## src/rtl/gameover_text_ctrl_if.sv

```systemverilog
// Signal bundle between the game core / video timing and the game-over
// text controller. The controller uses the slave side.
interface gameover_text_ctrl_if;
  logic        game_over;
  logic        tom_won;
  logic        key_enter;
  logic        frame_start;
  logic [10:0] hcount;
  logic [10:0] vcount;
  logic [11:0] char_xy;
  logic        winner_tom;
  logic        text_en;
  logic [3:0]  char_line;
  logic [2:0]  char_px;
  logic        restart;
  logic        busy;

  modport master (
    output game_over, tom_won, key_enter, frame_start, hcount, vcount,
    input  char_xy, winner_tom, text_en, char_line, char_px, restart, busy
  );

  modport slave (
    input  game_over, tom_won, key_enter, frame_start, hcount, vcount,
    output char_xy, winner_tom, text_en, char_line, char_px, restart, busy
  );
endinterface

```

## src/rtl/gameover_text_ctrl.sv

```systemverilog
// Game-over message controller: phase FSM, winner latch, Enter-key handling
// with blink while waiting, and ROM addressing aligned to the ROM's
// registered char_code.
module gameover_text_ctrl #(
  parameter int TEXT_X       = 256,
  parameter int TEXT_Y       = 300,
  parameter int CHAR_W       = 8,
  parameter int CHAR_H       = 16,
  parameter int MSG_LEN      = 32,
  parameter int BLINK_FRAMES = 30
) (
  input logic                 clk,
  input logic                 rst_n,
  gameover_text_ctrl_if.slave bus
);

  localparam int CSH = $clog2(CHAR_W);
  localparam int CW  = (BLINK_FRAMES > 1) ? $clog2(BLINK_FRAMES) : 1;

  localparam logic [11:0] X_LO  = 12'(TEXT_X);
  localparam logic [11:0] X_END = 12'(TEXT_X + MSG_LEN * CHAR_W);
  localparam logic [11:0] Y_LO  = 12'(TEXT_Y);
  localparam logic [11:0] Y_END = 12'(TEXT_Y + CHAR_H);

  typedef enum logic [1:0] {PLAY, SHOW, ARMED, RESTART} state_t;

  state_t        state;
  logic          winner_q;
  logic          restart_q;
  logic          busy_q;
  logic          blink_on;
  logic [CW-1:0] blink_cnt;

  logic          key_m, key_s, key_s_d;
  logic          key_rise;

  logic [11:0]   xy_q;
  logic          en_s1, en_s2;
  logic [3:0]    line_s1, line_s2;
  logic [2:0]    px_s1, px_s2;

  logic [11:0]   hx, vy;
  logic [10:0]   dx;
  logic          in_win;

  assign key_rise = key_s & ~key_s_d;

  assign hx     = {1'b0, bus.hcount};
  assign vy     = {1'b0, bus.vcount};
  assign dx     = bus.hcount - 11'(TEXT_X);
  assign in_win = (hx >= X_LO) && (hx < X_END) && (vy >= Y_LO) && (vy < Y_END);

  // Two-flop synchroniser for the asynchronous Enter key plus edge history.
  always_ff @(posedge clk or negedge rst_n) begin
    if (!rst_n) begin
      key_m   <= 1'b0;
      key_s   <= 1'b0;
      key_s_d <= 1'b0;
    end else begin
      key_m   <= bus.key_enter;
      key_s   <= key_m;
      key_s_d <= key_s;
    end
  end

  // Game phase FSM with winner latch, blink timer and restart pulse.
  always_ff @(posedge clk or negedge rst_n) begin
    if (!rst_n) begin
      state     <= PLAY;
      winner_q  <= 1'b0;
      restart_q <= 1'b0;
      busy_q    <= 1'b0;
      blink_on  <= 1'b1;
      blink_cnt <= '0;
    end else begin
      case (state)
        PLAY: begin
          if (bus.game_over) begin
            winner_q <= bus.tom_won;
            state    <= SHOW;
            busy_q   <= 1'b1;
          end
        end
        SHOW: begin
          // A key still held from play must be released before arming.
          if (!key_s) begin
            state     <= ARMED;
            blink_cnt <= '0;
            blink_on  <= 1'b0;
          end
        end
        ARMED: begin
          // Key edge takes priority; a coincident frame tick is dropped.
          if (key_rise) begin
            state     <= RESTART;
            restart_q <= 1'b1;
          end else if (bus.frame_start) begin
            if (blink_cnt == CW'(BLINK_FRAMES - 1)) begin
              blink_cnt <= '0;
              blink_on  <= ~blink_on;
            end else begin
              blink_cnt <= blink_cnt + CW'(1);
            end
          end
        end
        RESTART: begin
          state     <= PLAY;
          restart_q <= 1'b0;
          busy_q    <= 1'b0;
        end
        default: begin
          state     <= PLAY;
          restart_q <= 1'b0;
          busy_q    <= 1'b0;
        end
      endcase
    end
  end

  // Stage 1 ROM address and window/glyph info; stage 2 matches ROM latency.
  always_ff @(posedge clk or negedge rst_n) begin
    if (!rst_n) begin
      xy_q    <= '0;
      en_s1   <= 1'b0;
      en_s2   <= 1'b0;
      line_s1 <= '0;
      line_s2 <= '0;
      px_s1   <= '0;
      px_s2   <= '0;
    end else begin
      xy_q    <= in_win ? {4'h0, 8'(dx >> CSH)} : 12'h0FF;
      en_s1   <= in_win && (state != PLAY) && ((state != ARMED) || blink_on);
      line_s1 <= 4'((bus.vcount - 11'(TEXT_Y)) & 11'(CHAR_H - 1));
      px_s1   <= 3'(dx & 11'(CHAR_W - 1));
      en_s2   <= en_s1;
      line_s2 <= line_s1;
      px_s2   <= px_s1;
    end
  end

  assign bus.char_xy    = xy_q;
  assign bus.winner_tom = winner_q;
  assign bus.text_en    = en_s2;
  assign bus.char_line  = line_s2;
  assign bus.char_px    = px_s2;
  assign bus.restart    = restart_q;
  assign bus.busy       = busy_q;

endmodule

```

## src/flat_wrapper.sv

```systemverilog
// flat-port wrapper written by rule: the top's interface ports become plain ports
module gameover_text_ctrl_flat 
#(
  parameter int TEXT_X       = 256,
  parameter int TEXT_Y       = 300,
  parameter int CHAR_W       = 8,
  parameter int CHAR_H       = 16,
  parameter int MSG_LEN      = 32,
  parameter int BLINK_FRAMES = 30
)
  (clk, rst_n, bus_game_over, bus_tom_won, bus_key_enter, bus_frame_start, bus_hcount, bus_vcount, bus_char_xy, bus_winner_tom, bus_text_en, bus_char_line, bus_char_px, bus_restart, bus_busy);
  gameover_text_ctrl_if bus_i ();
  input logic clk;
  input logic rst_n;
  input wire logic [$bits(bus_i.game_over)-1:0] bus_game_over;
  input wire logic [$bits(bus_i.tom_won)-1:0] bus_tom_won;
  input wire logic [$bits(bus_i.key_enter)-1:0] bus_key_enter;
  input wire logic [$bits(bus_i.frame_start)-1:0] bus_frame_start;
  input wire logic [$bits(bus_i.hcount)-1:0] bus_hcount;
  input wire logic [$bits(bus_i.vcount)-1:0] bus_vcount;
  output wire logic [$bits(bus_i.char_xy)-1:0] bus_char_xy;
  output wire logic [$bits(bus_i.winner_tom)-1:0] bus_winner_tom;
  output wire logic [$bits(bus_i.text_en)-1:0] bus_text_en;
  output wire logic [$bits(bus_i.char_line)-1:0] bus_char_line;
  output wire logic [$bits(bus_i.char_px)-1:0] bus_char_px;
  output wire logic [$bits(bus_i.restart)-1:0] bus_restart;
  output wire logic [$bits(bus_i.busy)-1:0] bus_busy;
  assign bus_i.game_over = bus_game_over;
  assign bus_i.tom_won = bus_tom_won;
  assign bus_i.key_enter = bus_key_enter;
  assign bus_i.frame_start = bus_frame_start;
  assign bus_i.hcount = bus_hcount;
  assign bus_i.vcount = bus_vcount;
  assign bus_char_xy = bus_i.char_xy;
  assign bus_winner_tom = bus_i.winner_tom;
  assign bus_text_en = bus_i.text_en;
  assign bus_char_line = bus_i.char_line;
  assign bus_char_px = bus_i.char_px;
  assign bus_restart = bus_i.restart;
  assign bus_busy = bus_i.busy;
  gameover_text_ctrl #(.TEXT_X(TEXT_X), .TEXT_Y(TEXT_Y), .CHAR_W(CHAR_W), .CHAR_H(CHAR_H), .MSG_LEN(MSG_LEN), .BLINK_FRAMES(BLINK_FRAMES)) u_core (.clk(clk), .rst_n(rst_n), .bus(bus_i));
endmodule
```

## config.mk

```make
export PLATFORM = sky130hd
export DESIGN_NAME = gameover_text_ctrl_flat
export DESIGN_NICKNAME = d
export VERILOG_FILES = /design/src/rtl/gameover_text_ctrl_if.sv /design/src/rtl/gameover_text_ctrl.sv /design/src/flat_wrapper.sv
export SDC_FILE = /design/constraint.sdc
export NUM_CORES = 1
export LEC_CHECK = 0
export CAP_MARGIN = 20
export CORE_MARGIN = 2
export CORE_UTILIZATION = 40
export CTS_CLUSTER_DIAMETER = 100
export CTS_CLUSTER_SIZE = 24
export DETAILED_ROUTE_END_ITERATION = 10
export GPL_TIMING_DRIVEN = 0
export PLACE_DENSITY = 0.74
export SYNTH_ARGS = -nofsm -noshare
export SYNTH_HDL_FRONTEND = slang
export SYNTH_SLANG_ARGS = --single-unit
```

## constraint.sdc

```tcl
create_clock -name clk -period 2.08 [get_ports clk]
set_clock_uncertainty 0.15 [all_clocks]
set_input_delay 0.52 -clock clk [delete_from_list [all_inputs] [get_ports clk]]
set_output_delay 0.52 -clock clk [all_outputs]
set_load 0.02 [all_outputs]
```

==> out/qor.csv, run 1 <==
stage,metric,value,unit
worst_setup_path,CP Data Arrival Time,2.11,ns
clock_tree,number of H-tree levels,2,
worst_setup_path,crit path max fanout,8,
global_route,initial antenna violation count,0,
die,die width,66,microns
synth,register area share after synthesis,61.9,%
drt,Avg Vias per Cell,4.84,
global_route,maximum number of pins on one net before global-route repair,39,
worst_setup_path,Critical Path RT,2.14,ns
sta,Final Hold Fails,0,
cells_and_area,Register Area,952,sq um
sta,final setup vio count,0,
sta,Slew Limit Headroom,46.4,%
clock_tree,Num CTS Buffers,5,
synth,#FFs+latches synth,38,
drt,drt pass-1 iters,4,
synth,ranking of synthesized cells by area,"dfrtp_1 60%, ha_1 7.3%, nand2b_1 3.3%",
cells_and_area,diode count,0,
worst_setup_path,Worst R2R Path Depth,6,
cells_and_area,NumNets Final,217,
die,full die area,4360,sq um
place,Placed Instances,221,
die,die height,66,microns
sta,Final Slew Violations,0,
clock_tree,CTS tree,done,
drt,initial DRC count,41,
synth,Yosys warnings,0,
sta,Fin Hold WS,0.167,ns
clock_tree,"Reg clk slew, reported paths",0.07,ns
global_route,first-pass GRT wire length,4.75,mm
global_route,total gr overflow,0,
clock_tree,# clock sinks,38,
worst_setup_path,Setup crit end kind,register,
sta,fin crit period,2.05,ns
job,Max Cap Viol,0,
sta,Tightest Pin Transition,0.804,ns
global_route,vias in the first global route,1143,
place,I/O Buffers,46,
drt,total number of vias,1098,
sta,fmax,488,MHz
sta,RSZ-0062 raised after global routing,true,
place,pre-CTS WS,-0.657,ns
die,Rows,22,
synth,Synth top area share,60.2,%
worst_setup_path,"delay-heaviest family, CP",compound AO/OA/AOI/OAI gates,
synth,post-synth top area cell,dfrtp_1,
clock_tree,CTS max path bufs,2,
worst_setup_path,Crit path buffers/inverters,1,
global_route,Tot GR Track Use,14.7,%
synth,Cells after Synth,124,
die,number of I/O pins,51,
worst_setup_path,Crit-path slowest cell,or3b_4,
synth,Netlist cell types,32,
clock_tree,CTS Hold Bufs,0,
drt,DRC,0,
worst_setup_path,Crit Path Category,primary input to register,
cells_and_area,layout cells sized above 1,15.1,%
worst_setup_path,R2R Setup Slk,0.10,ns
sta,Final WS setup,0.0313,ns
place,GPL Wtd Cong,0.701,
power_and_ir_drop,Leakage,0.947,nW
power_and_ir_drop,cell area power density,915,nW/um^2
outcome,status,"complete, no violations",
drt,post-route ant nets,0,
sta,Final Cycle Share,98.5,%
drt,post-DR wirelength/cell,12.9,microns
drt,Routed WL,2.94,mm
cells_and_area,Syn-to-layout area delta,40.4,%
worst_setup_path,max incr delay on CP,0.40,ns
clock_tree,clock latency on the worst-skew pair,0.28,ns
cells_and_area,fill count,330,
cells_and_area,Finished Layout Cells,227,
synth,syn_area_per_cell,12.4,sq um
synth,Mapped Area,1540,sq um
power_and_ir_drop,Max IR drop VDD,0.466,mV
worst_setup_path,crit-path cells,"dlygate4sd2_1, or3b_4, a2111oi_4, a21boi_4, nor3b_2",
worst_setup_path,Worst Setup Start Kind,primary input,
die,Initial Util,41.7,%
hold_path,HP Class,primary input to async pin,
place,dpl hpwl,2.20,mm
clock_tree,root buf cell,clkbuf_8,
die,area of the core,3690,sq um
cells_and_area,area of the multi-input gates,558,sq um
worst_setup_path,Levels on crit path,5,
state kept, by name, indices dropped and copies added, names as in the netlist:
register / count
u_core.en_s1: 1
u_core.key_m: 1
u_core.key_s: 1
u_core.bus.char_xy: 8
u_core.bus.char_line: 4
u_core.bus.busy: 1
u_core.key_s_d: 1
u_core.line_s1: 4
u_core.bus.char_px: 3
u_core.px_s1: 3
u_core.blink_on: 1
u_core.bus.winner_tom: 1
u_core.bus.restart: 1
u_core.bus.text_en: 1
u_core.state: 2
u_core.blink_cnt: 5
metal layers:
metal | up-vias | share of wire [%] | GRT usage, % | routed length, microns
met5 | - | 0 | 0 | 0
met3 | 6 | 7.8 | 6.30 | 230
met2 | 41 | 52 | 26.8 | 1530
li1 | 521 | - | - | -
met4 | 0 | 1.6 | 6.63 | 47
met1 | 530 | 38 | 14.4 | 1130
power by group:
| group | internal [mW] | total [mW] | switching (mW) |
|---|---|---|---|
| Clock | 0.255 | 0.486 | 0.231 |
| Combinational | 0.264 | 0.568 | 0.305 |
| Sequential | 0.847 | 0.922 | 0.0743 |
| Total | 1.37 | 1.98 | 0.610 |
through the flow:
stage,area (sq um),power (mW),utilization (%),TNS [ns]
floorplan,1560,1.28,-,0
global placement,2080,1.47,56.5,-21.34
detailed placement,2080,1.50,56.4,-5.41
CTS,2170,1.99,58.8,0
global route,2160,2.09,58.5,-0.0638
finish,2160,1.98,58.5,0
path summary, 6_finish.rpt:
path	from	endpoint
max in group asynchronous	rst_n	u_core.bus.char_xy[2]
min in group clk	u_core.line_s1[0]	u_core.bus.char_line[0]
max reg2reg	u_core.state[0]	u_core.blink_cnt[0]
max	bus_vcount[0]	u_core.en_s1
min	rst_n	u_core.bus.text_en
min reg2reg	u_core.line_s1[0]	u_core.bus.char_line[0]
synthesized netlist by cell type:
cell type / number
a21boi_4: 1
nor3b_2: 1
o221ai_1: 2
and3_1: 2
dfrtp_1: 37
nand4_1: 2
a31oi_1: 2
mux2_2: 3
a21oi_1: 6
nor4_1: 1
a221oi_1: 1
ha_1: 9
inv_1: 9
nor2b_1: 2
a21o_1: 1
nor3_1: 1
nor2_1: 6
mux2i_1: 1
buf_4: 4
or3b_2: 1
nand2b_1: 8
dfstp_2: 1
or2_2: 1
clkbuf_1: 1
conb_1: 1
o21ai_0: 3
a2111oi_2: 1
nand2_1: 11
nand4b_1: 1
nand3_1: 1
or4b_1: 2
xnor2_1: 1
kinds of logic after synthesis:
logic type      count (synthesis)  synth area share [%]
compound gates                 17                  8.14
simple gates                   40                  14.6
fa+ha+maj                       9                  7.32
flops                          38                  61.9
xor+xnor                        1                 0.570
mux                             4                  2.85
buf+inv                        14                  4.39
other cells                     1                 0.244
placed cells by master, fill, tap and decap left out, types with 2 or more instances in the layout:
master            n
dfrtp_1          37
clkdlybuf4s50_1  33
nand2_1          11
inv_1             9
nand2b_1          8
ha_1              8
dlygate4sd2_1     8
nor2_1            6
clkbuf_8          6
a21oi_1           5
buf_4             5
conb_1            4
mux2_2            3
o21ai_0           3
and3_1            2
or4b_4            2
nor2b_1           2
nand4_1           2
o221ai_1          2
a31oi_1           2
clkdlybuf4s15_1   2
buf_2             2
final cells by class:
type,count,share of cell area [%]
multi-input cells,75,25.8
inverters,9,1.56
plain buffers,4,1.39
repair buffers,47,20.5
well taps,48,2.78
clock buffers,6,3.82
flip-flops and latches,38,44.1
timing repair:
| action | in CTS | in global routing |
|---|---|---|
| setup buffers | 1 | 0 |
| resized for setup | 20 | 3 |
| setup endpoints to repair | 10 | 4 |
| pin swaps | 4 | 2 |
No activity file was read; power rests on OpenSTA's default activity.
==> run 2: changes to the inputs <==
ABC_CLOCK_PERIOD_IN_PS = 2080   (was not set)
==> results of run 2 <==
Same layout as run 1: the final DEF is identical, and so are final timing and power.
